### src/rtl/fir_decim_round_sat.sv
// fir_decim_round_sat: output stage downstream of the 15-tap FIR.
// Decimates the accepted stream by DECIM, rounds off SHIFT LSBs (half toward
// +inf), saturates to OUT_WIDTH bits and re-emits on AXI-Stream through an
// output register plus one skid entry.
// Optional build macro FIR_DECIM_SAT_COUNT_EN enables the saturation event
// counter on sat_count; without it sat_count is tied to zero.
module fir_decim_round_sat #(
   parameter int C_S00_AXIS_TDATA_WIDTH = 32,
   parameter int C_M00_AXIS_TDATA_WIDTH = 32,
   parameter int DECIM                  = 4,
   parameter int SHIFT                  = 8,
   parameter int OUT_WIDTH              = 16
) (
   input  logic                                  s00_axis_aclk,
   input  logic                                  s00_axis_areset,
   input  logic                                  s00_axis_tvalid,
   input  logic                                  s00_axis_tlast,
   input  logic [C_S00_AXIS_TDATA_WIDTH-1:0]     s00_axis_tdata,
   output logic                                  s00_axis_tready,
   input  logic                                  m00_axis_tready,
   output logic                                  m00_axis_tvalid,
   output logic                                  m00_axis_tlast,
   output logic [C_M00_AXIS_TDATA_WIDTH-1:0]     m00_axis_tdata,
   output logic [C_M00_AXIS_TDATA_WIDTH/8-1:0]   m00_axis_tstrb,
   output logic [15:0]                           sat_count
);

   localparam int IW = C_S00_AXIS_TDATA_WIDTH;
   localparam int OW = C_M00_AXIS_TDATA_WIDTH;
   localparam int AW = IW + 1;
   localparam int PW = (DECIM > 1) ? $clog2(DECIM) : 1;

   // Half an output LSB; zero when nothing is shifted away.
   localparam logic signed [AW-1:0] RND =
      signed'(AW'((64'd1 << SHIFT) >> 1));
   localparam logic signed [AW-1:0] SAT_MAX =
      signed'({{(AW-OUT_WIDTH+1){1'b0}}, {(OUT_WIDTH-1){1'b1}}});
   localparam logic signed [AW-1:0] SAT_MIN = ~SAT_MAX;
   localparam logic [PW-1:0] PHASE_LAST = PW'(DECIM - 1);

   logic                  accept;
   logic                  emit;
   logic                  out_free;
   logic [PW-1:0]         phase;

   logic signed [AW-1:0]  x_ext;
   logic signed [AW-1:0]  rnd_sum;
   logic signed [AW-1:0]  shifted;
   logic signed [AW-1:0]  clamped;
   logic                  sat_hi;
   logic                  sat_lo;
   logic [OW-1:0]         result;

   logic                  tready_q;
   logic                  out_valid, out_valid_d;
   logic                  out_last, out_last_d;
   logic [OW-1:0]         out_data, out_data_d;
   logic                  skid_valid, skid_valid_d;
   logic                  skid_last, skid_last_d;
   logic [OW-1:0]         skid_data, skid_data_d;

   logic                  unused_bits;

   assign accept   = s00_axis_tvalid & tready_q;
   assign emit     = accept & ((phase == PHASE_LAST) | s00_axis_tlast);
   assign out_free = ~out_valid | m00_axis_tready;

   // Round, shift and clamp the incoming sample in a 33-bit signed domain.
   always_comb begin
      x_ext   = AW'(signed'(s00_axis_tdata));
      rnd_sum = x_ext + RND;
      shifted = rnd_sum >>> SHIFT;
      sat_hi  = (shifted > SAT_MAX);
      sat_lo  = (shifted < SAT_MIN);
      if (sat_hi)
         clamped = SAT_MAX;
      else if (sat_lo)
         clamped = SAT_MIN;
      else
         clamped = shifted;
      result  = OW'(clamped);
   end

   // Clamped value is within OUT_WIDTH bits, so its upper bits are redundant.
   assign unused_bits = ^clamped;

   // Phase counter: advances per accept, returns to 0 on every emit.
   always_ff @(posedge s00_axis_aclk) begin
      if (s00_axis_areset)
         phase <= '0;
      else if (accept)
         phase <= emit ? '0 : phase + PW'(1);
   end

   // Next state for output register and skid entry.
   // Accepts only happen while the skid is empty, so a pending skid word and
   // a new emit never compete for the output register.
   always_comb begin
      out_valid_d  = out_valid;
      out_last_d   = out_last;
      out_data_d   = out_data;
      skid_valid_d = skid_valid;
      skid_last_d  = skid_last;
      skid_data_d  = skid_data;
      if (out_free) begin
         if (skid_valid) begin
            out_valid_d  = 1'b1;
            out_last_d   = skid_last;
            out_data_d   = skid_data;
            skid_valid_d = 1'b0;
         end else if (emit) begin
            out_valid_d  = 1'b1;
            out_last_d   = s00_axis_tlast;
            out_data_d   = result;
         end else begin
            out_valid_d  = 1'b0;
         end
      end else if (emit) begin
         skid_valid_d = 1'b1;
         skid_last_d  = s00_axis_tlast;
         skid_data_d  = result;
      end
   end

   // Buffer registers; tready is the registered "skid will be empty" flag.
   always_ff @(posedge s00_axis_aclk) begin
      if (s00_axis_areset) begin
         out_valid  <= 1'b0;
         out_last   <= 1'b0;
         out_data   <= '0;
         skid_valid <= 1'b0;
         skid_last  <= 1'b0;
         skid_data  <= '0;
         tready_q   <= 1'b0;
      end else begin
         out_valid  <= out_valid_d;
         out_last   <= out_last_d;
         out_data   <= out_data_d;
         skid_valid <= skid_valid_d;
         skid_last  <= skid_last_d;
         skid_data  <= skid_data_d;
         tready_q   <= ~skid_valid_d;
      end
   end

   assign s00_axis_tready = tready_q;
   assign m00_axis_tvalid = out_valid;
   assign m00_axis_tlast  = out_last;
   assign m00_axis_tdata  = out_data;
   assign m00_axis_tstrb  = '1;

`ifdef FIR_DECIM_SAT_COUNT_EN
   // Count clamps on emitted samples only; sticks at all-ones.
   always_ff @(posedge s00_axis_aclk) begin
      if (s00_axis_areset)
         sat_count <= '0;
      else if (emit && (sat_hi || sat_lo) && (sat_count != 16'hFFFF))
         sat_count <= sat_count + 16'd1;
   end
`else
   assign sat_count = '0;
`endif

endmodule

### config.mk
export PLATFORM = sky130hd
export DESIGN_NAME = fir_decim_round_sat
export DESIGN_NICKNAME = d
export VERILOG_FILES = /design/src/rtl/fir_decim_round_sat.sv
export SDC_FILE = /design/constraint.sdc
export NUM_CORES = 1
export LEC_CHECK = 0
export ABC_AREA = 1
export CAP_MARGIN = 20
export CORE_UTILIZATION = 40
export CTS_BUF_LIST = sky130_fd_sc_hd__clkbuf_4 sky130_fd_sc_hd__clkbuf_8
export CTS_CLUSTER_SIZE = 25
export DETAILED_ROUTE_END_ITERATION = 10
export HOLD_SLACK_MARGIN = 0.03
export PLACE_DENSITY = 0.68
export SKIP_CTS_REPAIR_TIMING = 1
export SLEW_MARGIN = 25
export SYNTH_ARGS = -nofsm -noshare
export SYNTH_HDL_FRONTEND = slang
export SYNTH_SLANG_ARGS = --single-unit
### constraint.sdc
create_clock -name s00_axis_aclk -period 3.8 [get_ports s00_axis_aclk]
set_input_delay 0.95 -clock s00_axis_aclk [delete_from_list [all_inputs] [get_ports s00_axis_aclk]]
set_output_delay 0.95 -clock s00_axis_aclk [all_outputs]
set_load 0.03 [all_outputs]
---- Yosys cells after proc, flatten, opt, wreduce, memory -nomap -nowiden ----
Index checks and enable logic that the tools add are counted.
Widths: inputs -> output; s select.
cells by class
  $add $sub $neg .......................... 2
  $lt $le $gt $ge ......................... 2
  equal/unequal tests ..................... 1
  muxes and demuxes ....................... 11
  bitwise gates (word level) .............. 7
  reductions and logical operators ........ 3
operators with widths
  cell                   number
  $mux 32                4
  $add 32x9->33 const B  1
  $gt 25x16->1 const B   1
  $lt 25x16->1 const B   1
  $mux 1                 6
  $reduce_and 2->1       2
  $not 1->1              3
  $add 2x1->2 const B    1
  $and 1x1->1            2
  $eq 2x2->1 const B     1
  $mux 2                 1
  $or 1x1->1             2
  $reduce_bool 2->1      1
storage, ports and cells
  bits in registers ....................... 71
  input port bits ......................... 37
  output and inout port bits .............. 55
  logic and storage cells ................. 34

---- Longest topological paths before layout ----
  word-level depth ........................ 6
  mapped depth ............................ 19
  gate-level depth less buffers ........... 17

---- Least setup slack after synthesis ----
OpenSTA, ideal clock, no wires.
  path kind ............................... input -> register
  from .................................... input port s00_axis_tdata[7]
  to ...................................... register skid_data[6]
  library setup time ...................... 116 ps
  arrival time ............................ 3,350 ps
  data required time ...................... 3,684 ps
  slack ................................... 334 ps
  stages on the path ...................... 18
  path buffers ............................ 2
  path through ............................ ha_1 > nand2_1 > nor2_4 > nand3b_1 > nor2_1 > nand2_1 > nand2_1 > inv_1 > nor4_1 > nand3_1 > ha_1 > clkbuf_1 > clkinv_1 > clkbuf_1 > o21ai_0 > nand3_1 > o211ai_1 > inv_1
on the way
  word-level cells in the longest chain between the ends .. 4
  elaborated cells on any way between the ends .. 5
  those cells by class .................... 1 x add/sub; 2 x order compare; 2 x mux
ends and longest elaborated chain
  element                 line  text
  start: declaration      18    input logic [C_S00_AXIS_TDATA_WIDTH-1:0] s00_axis_tdata,
  $add 32x9->33 *         71    rnd_sum = x_ext + RND;
  $lt 25x16->1            74    sat_lo = (shifted < SAT_MIN);
  $mux 32                 77    else if (sat_lo)
  $mux 32 *               75    if (sat_hi)
  end signal: assignment  141   skid_data <= skid_data_d;
  end: declaration        60    logic [OW-1:0] skid_data, skid_data_d;
Mark *: on every way between the ends. The rest lies on a longest branch, timed or not.
A chain may end at the register's enable or synchronous reset.

---- Final worst setup path ----
  from .................................... input port s00_axis_tdata[7]
  to ...................................... register out_data[2] (netlist: m00_axis_tdata[2])
on the way
  word-level cells in the longest chain between the ends .. 6
  elaborated cells on any way between the ends .. 7
  those cells by class .................... 1 x add/sub; 2 x order compare; 4 x mux
ends and longest elaborated chain
  element                 line  text
  $add 32x9->33 *         71
  $lt 25x16->1            74
  $mux 32                 77
  $mux 32 *               75
  $mux 32 *               111   end else if (emit) begin
  $mux 32 *               106   if (skid_valid) begin
  end signal: assignment  138   out_data <= out_data_d;
  end: declaration        57    logic [OW-1:0] out_data, out_data_d;
Mark *: on every way between the ends. The rest lies on a longest branch, timed or not. The select of a mux whose other input is x is not followed.

==> impl_summary.md <==
Pwr
The share of power burned in combinational logic is 17.6%. The net switching power is 0.414 mW. The power density of the placed cells is 334 mW/mm^2. The overall power is 1.53 mW. The share of power burned in the clock network is 41.9%. VDD sags by at most 0.203 mV.

In this run, flip-flops and latches consume 40.5% of the power. For this design the static power due to leakage is 2.10 nW. The internal power summed over all cells is 1.11 mW. Net switching is 27.1% of the power.

Critical path
The worst setup path is captured at a flop. The largest delay contributor family on the critical path is simple AND/OR/NAND/NOR gates. The delay of the slowest cell on the worst path is 490 ps. The category of the worst setup path launch point is an input pin.

The top fanout value on the critical path is 7. Counting both buffers and inverters, the worst setup path holds a total of 3. For this design, the slowest cell found on the critical path is sky130_fd_sc_hd__clkdlybuf4s50_1. The worst setup path is of the in2reg kind.

The number of cells on the worst reg-to-reg path is 8. Setup slack on the worst reg-to-reg path comes out at 1600 ps. The most used cell along the critical path is sky130_fd_sc_hd__nand2_1. The total number of cells along the worst setup path is 18.

STA puts the critical path data required time at 4070 ps. The data arrival time of the worst path is 3830 ps. The critical path goes through clkdlybuf4s50_1 > ha_1 > nand2_1 > nor2_4 > nand3b_1 > nor2_1 > nand2_1 > nand2_1 > inv_1 > nor4_2 > nand3_1 > ha_1 > buf_4 > a21oi_1 > o21ai_0 > nand3_1 > nand2_1 > a21oi_1.

The critical register-to-register path startpoint is phase[0]$_SDFFE_PP0P_. The worst register-to-register path ends at skid_data[5]$_SDFFE_PP0P_.

Yosys
The total of flip-flops plus latches after synthesis is 57. The synthesis warning total is 0. The post-synthesis cell area is 0.00357 mm^2.

The synthesized-area fraction occupied by ao, oa, aoi and oai cells is 14.4%. Sequential cells were found to cover around a third of the synthesized design area. The main combinational cell family by area after synthesis is simple AND/OR/NAND/NOR gates. The share of synthesized area spent on multiplexers is 0%. The synthesized netlist contains 35 unique library cells. Summing the areas of all and, or, nand and nor instances in the mapped netlist gives 36.8% of the synthesized area. The cell count after synthesis is 555. Each instance of the synthesized netlist takes up on average 6.44 um^2. The synthesized-area fraction occupied by xor and xnor cells is 0.981%. The area share of fa/ha/maj cells after synthesis is between 1 and 1.5%.

Timing
Based on the critical path, the design can be clocked at up to roughly 280 MHz. The number of hold-slack violations in the final timing report is 0. Across the routed clock network, the largest skew measured is approximately 6.3 ps. The number of pins exceeding their max-slew limit in the final report is 0. For the pin with the worst max-slew slack, the measured transition is 799 ps. Setup violations remaining at the end of the flow were counted as 0. The max-slew headroom at the worst pin is 46.4%. The clock period minus worst slack is 3560 ps. The worst path uses 93.6% of the clock period.

Floorplanning
The die is 96.5 um wide. The initial core utilization is approximately two fifths. 92 I/O pins were placed.

The die extent in y is 96.5 um. The number of core rows is 34. After floorplanning, the core was sized to cover 0.00868 mm^2. The total die area is 0.00931 mm^2.

Routing
Dividing the detail-routed wire length by the instance count gives approximately 12 um. After detailed routing, the number of remaining DRC violations is 0. The total via count in the routed design is 3600. The remaining antenna violation count after routing is 0. The number of vias per cell is 4.87. The first routing iteration left 230 violations. The total detailed-routing wirelength is roughly 9000 um. The detailed-router iteration count before antenna repair is 6.

Clocking
The root buffer selected by CTS is sky130_fd_sc_hd__clkbuf_8. The clock input transition at the sequential cells of the worst setup and hold paths is 70 ps. The maximum level of the CTS H-tree is 3. The number of clock sinks seen by CTS is 57. For the worst-skew pair, the clock arrives at the later sink with an insertion delay of 340 ps. The number of buffers added by the clock tree synthesis step is 9.

Counting along the longest clock path gives a buffer depth of 2. TritonCTS built the clock tree.

Worst hold path
The path class of the tightest hold or removal check is reg2reg. Counting instances, the worst hold path has a depth of 2. The end point of the most critical hold path is m00_axis_tdata[14]$_SDFFE_PP0P_.

In this run the most critical hold path is launched from m00_axis_tdata[14]$_SDFFE_PP0P_.

Global routing
For this run, the total global-route usage over all layers was measured as between 20% and 30%. The initial antenna violation count is 0. The first-pass GRT wire length is between 10000 and 15000 um. The pin count of the biggest net entering global routing is 51. The via count of the first global-routing pass is between 3000 and 4000. The total overflow left after global routing is 0.

Placement
Port buffering added 64 buffers. At the end of routability-driven placement, the weighted congestion stood at 0.859. The half-perimeter wire length of the detailed placement result is 6500 um.

Cells and area
The number of antenna diodes in the final layout is 0. Cells fill 52.7% of the core in the end. For this run, the post-layout net count is 667. The fill cell total of the finished layout is ~900.

The post-synthesis to final-layout area growth is 28.1%. Of the cells placed in the final design, the portion with a size suffix greater than 1 is between 10% and 20%.

Run
Across the run, the number of max-cap violations was 0.

Run status
The flow ran to the end, and the final reports show no timing, DRC or antenna violations.
[per-layer routing]
layer	vias up	track usage [%]	part of all wire (%)
met5	-	0	0
met4	0	7.97	2.4
met3	17	4.46	3.2
met2	75	36.7	50
met1	1639	24.7	45
li1	1869	-	-
[cell usage after synthesis (all sizes together)]
cell / count / area share, %
nor3: 5 / 0.70
a211oi: 1 / 0.21
conb: 2 / 0.21
ha: 3 / 1.1
xor2: 3 / 0.74
or2: 2 / 0.35
clkbuf: 22 / 2.3
nor2: 94 / 11
o221ai: 1 / 0.25
a21oi: 45 / 6.8
o21a: 1 / 0.21
xnor2: 1 / 0.25
dfxtp: 57 / 32
nand3: 44 / 6.7
o21ai: 22 / 3.4
nand2: 143 / 16
nand3b: 4 / 0.84
a31oi: 2 / 0.35
o211ai: 15 / 3.2
buf: 31 / 6.9
inv: 48 / 5.0
nor4: 2 / 0.35
nand4: 3 / 0.53
clkinv: 4 / 0.42
[layout make-up]
class,count,area (um^2),area share (%)
clock buffers,12,153,3.34
clock inverters,3,65.1,1.42
inverters,52,195,4.26
multi-input cells,411,1980,43.3
flip-flops and latches,57,1140,24.9
well taps,108,135,2.95
repair buffers,96,906,19.8
[flip-flops by register name (all words and copies together) (netlist names)]
name,count
m00_axis_tlast,1
skid_data,25
m00_axis_tdata,25
m00_axis_tvalid,1
phase,2
skid_valid,1
s00_axis_tready,1
skid_last,1
[stage by stage]
stage | cells | worst slack [ps] | hold slack [ps] | setup TNS, ps | area [um^2]
after floorplan | 573 | 334 | 444 | 0 | 3640
after global placement | 724 | -54.8 | 449 | -266 | 4350
after detailed placement | 724 | -111 | 454 | -1050 | 4350
after CTS | 739 | 247 | 464 | 0 | 4570
after global routing | 739 | -34.0 | 483 | -65.1 | 4580
final | 739 | 242 | 465 | 0 | 4580
[power by group through the flow]
stage	combinational (mW)	sequential, mW	clock, mW
6_report	0.269	0.619	0.639
5_1_grt	0.296	0.620	0.681
3_3_place_gp	0.265	0.632	0
4_1_cts	0.269	0.619	0.648
2_1_floorplan	0.155	0.654	0
3_5_place_dp	0.268	0.632	0
[cell usage in the layout (no fill, tap or decap), types with 2 or more instances in the layout]
cell type / n
sky130_fd_sc_hd__nand2_2: 15
sky130_fd_sc_hd__a21oi_1: 40
sky130_fd_sc_hd__o211ai_1: 15
sky130_fd_sc_hd__inv_2: 2
sky130_fd_sc_hd__nor3_1: 5
sky130_fd_sc_hd__nand4_1: 3
sky130_fd_sc_hd__nand3_1: 42
sky130_fd_sc_hd__buf_12: 2
sky130_fd_sc_hd__nor2_1: 85
sky130_fd_sc_hd__ha_1: 3
sky130_fd_sc_hd__clkinv_1: 4
sky130_fd_sc_hd__buf_4: 30
sky130_fd_sc_hd__nand2_1: 127
sky130_fd_sc_hd__a21oi_2: 5
sky130_fd_sc_hd__xor2_1: 3
sky130_fd_sc_hd__clkdlybuf4s50_1: 64
sky130_fd_sc_hd__clkbuf_4: 2
sky130_fd_sc_hd__conb_1: 20
sky130_fd_sc_hd__o21ai_1: 2
sky130_fd_sc_hd__inv_1: 46
sky130_fd_sc_hd__bufinv_16: 2
sky130_fd_sc_hd__clkbuf_8: 10
sky130_fd_sc_hd__dfxtp_1: 57
sky130_fd_sc_hd__nor2_2: 5
sky130_fd_sc_hd__or2_2: 2
sky130_fd_sc_hd__nand3b_1: 4
sky130_fd_sc_hd__nor2_4: 4
sky130_fd_sc_hd__o21ai_0: 19
sky130_fd_sc_hd__a31oi_1: 2
[worst min-delay path, cell delays in order, from the launching register on]
cell and delay [ps]:
sky130_fd_sc_hd__dfxtp_1 310, sky130_fd_sc_hd__nand2_1 60, sky130_fd_sc_hd__a21oi_1 50
[kinds of logic (layout without fill, tap and decap cells)]
| family | Yosys count | after routing |
|---|---|---|
| other | 2 | 20 |
| AOI/OAI and AO/OA | 87 | 87 |
| and+or+nand+nor | 297 | 297 |
| xor gates and xnor gates | 4 | 4 |
| DFF | 57 | 57 |
| adders and majority gates | 3 | 3 |
| buffers and inverters | 105 | 163 |
[worst max path at each step]
stage	slack, ps	end	start
finish	240	m00_axis_tdata[2]$_SDFFE_PP0P_	s00_axis_tdata[7]
global route	-30	m00_axis_tdata[2]$_SDFFE_PP0P_	s00_axis_tdata[7]
CTS	250	m00_axis_tdata[4]$_SDFFE_PP0P_	s00_axis_tdata[7]
detailed placement	-110	m00_axis_tdata[4]$_SDFFE_PP0P_	s00_axis_tdata[7]
global placement	-50	m00_axis_tdata[4]$_SDFFE_PP0P_	s00_axis_tdata[7]
floorplan	330	skid_data[6]$_SDFFE_PP0P_	s00_axis_tdata[7]
Power figures use the tool's default switching activity.
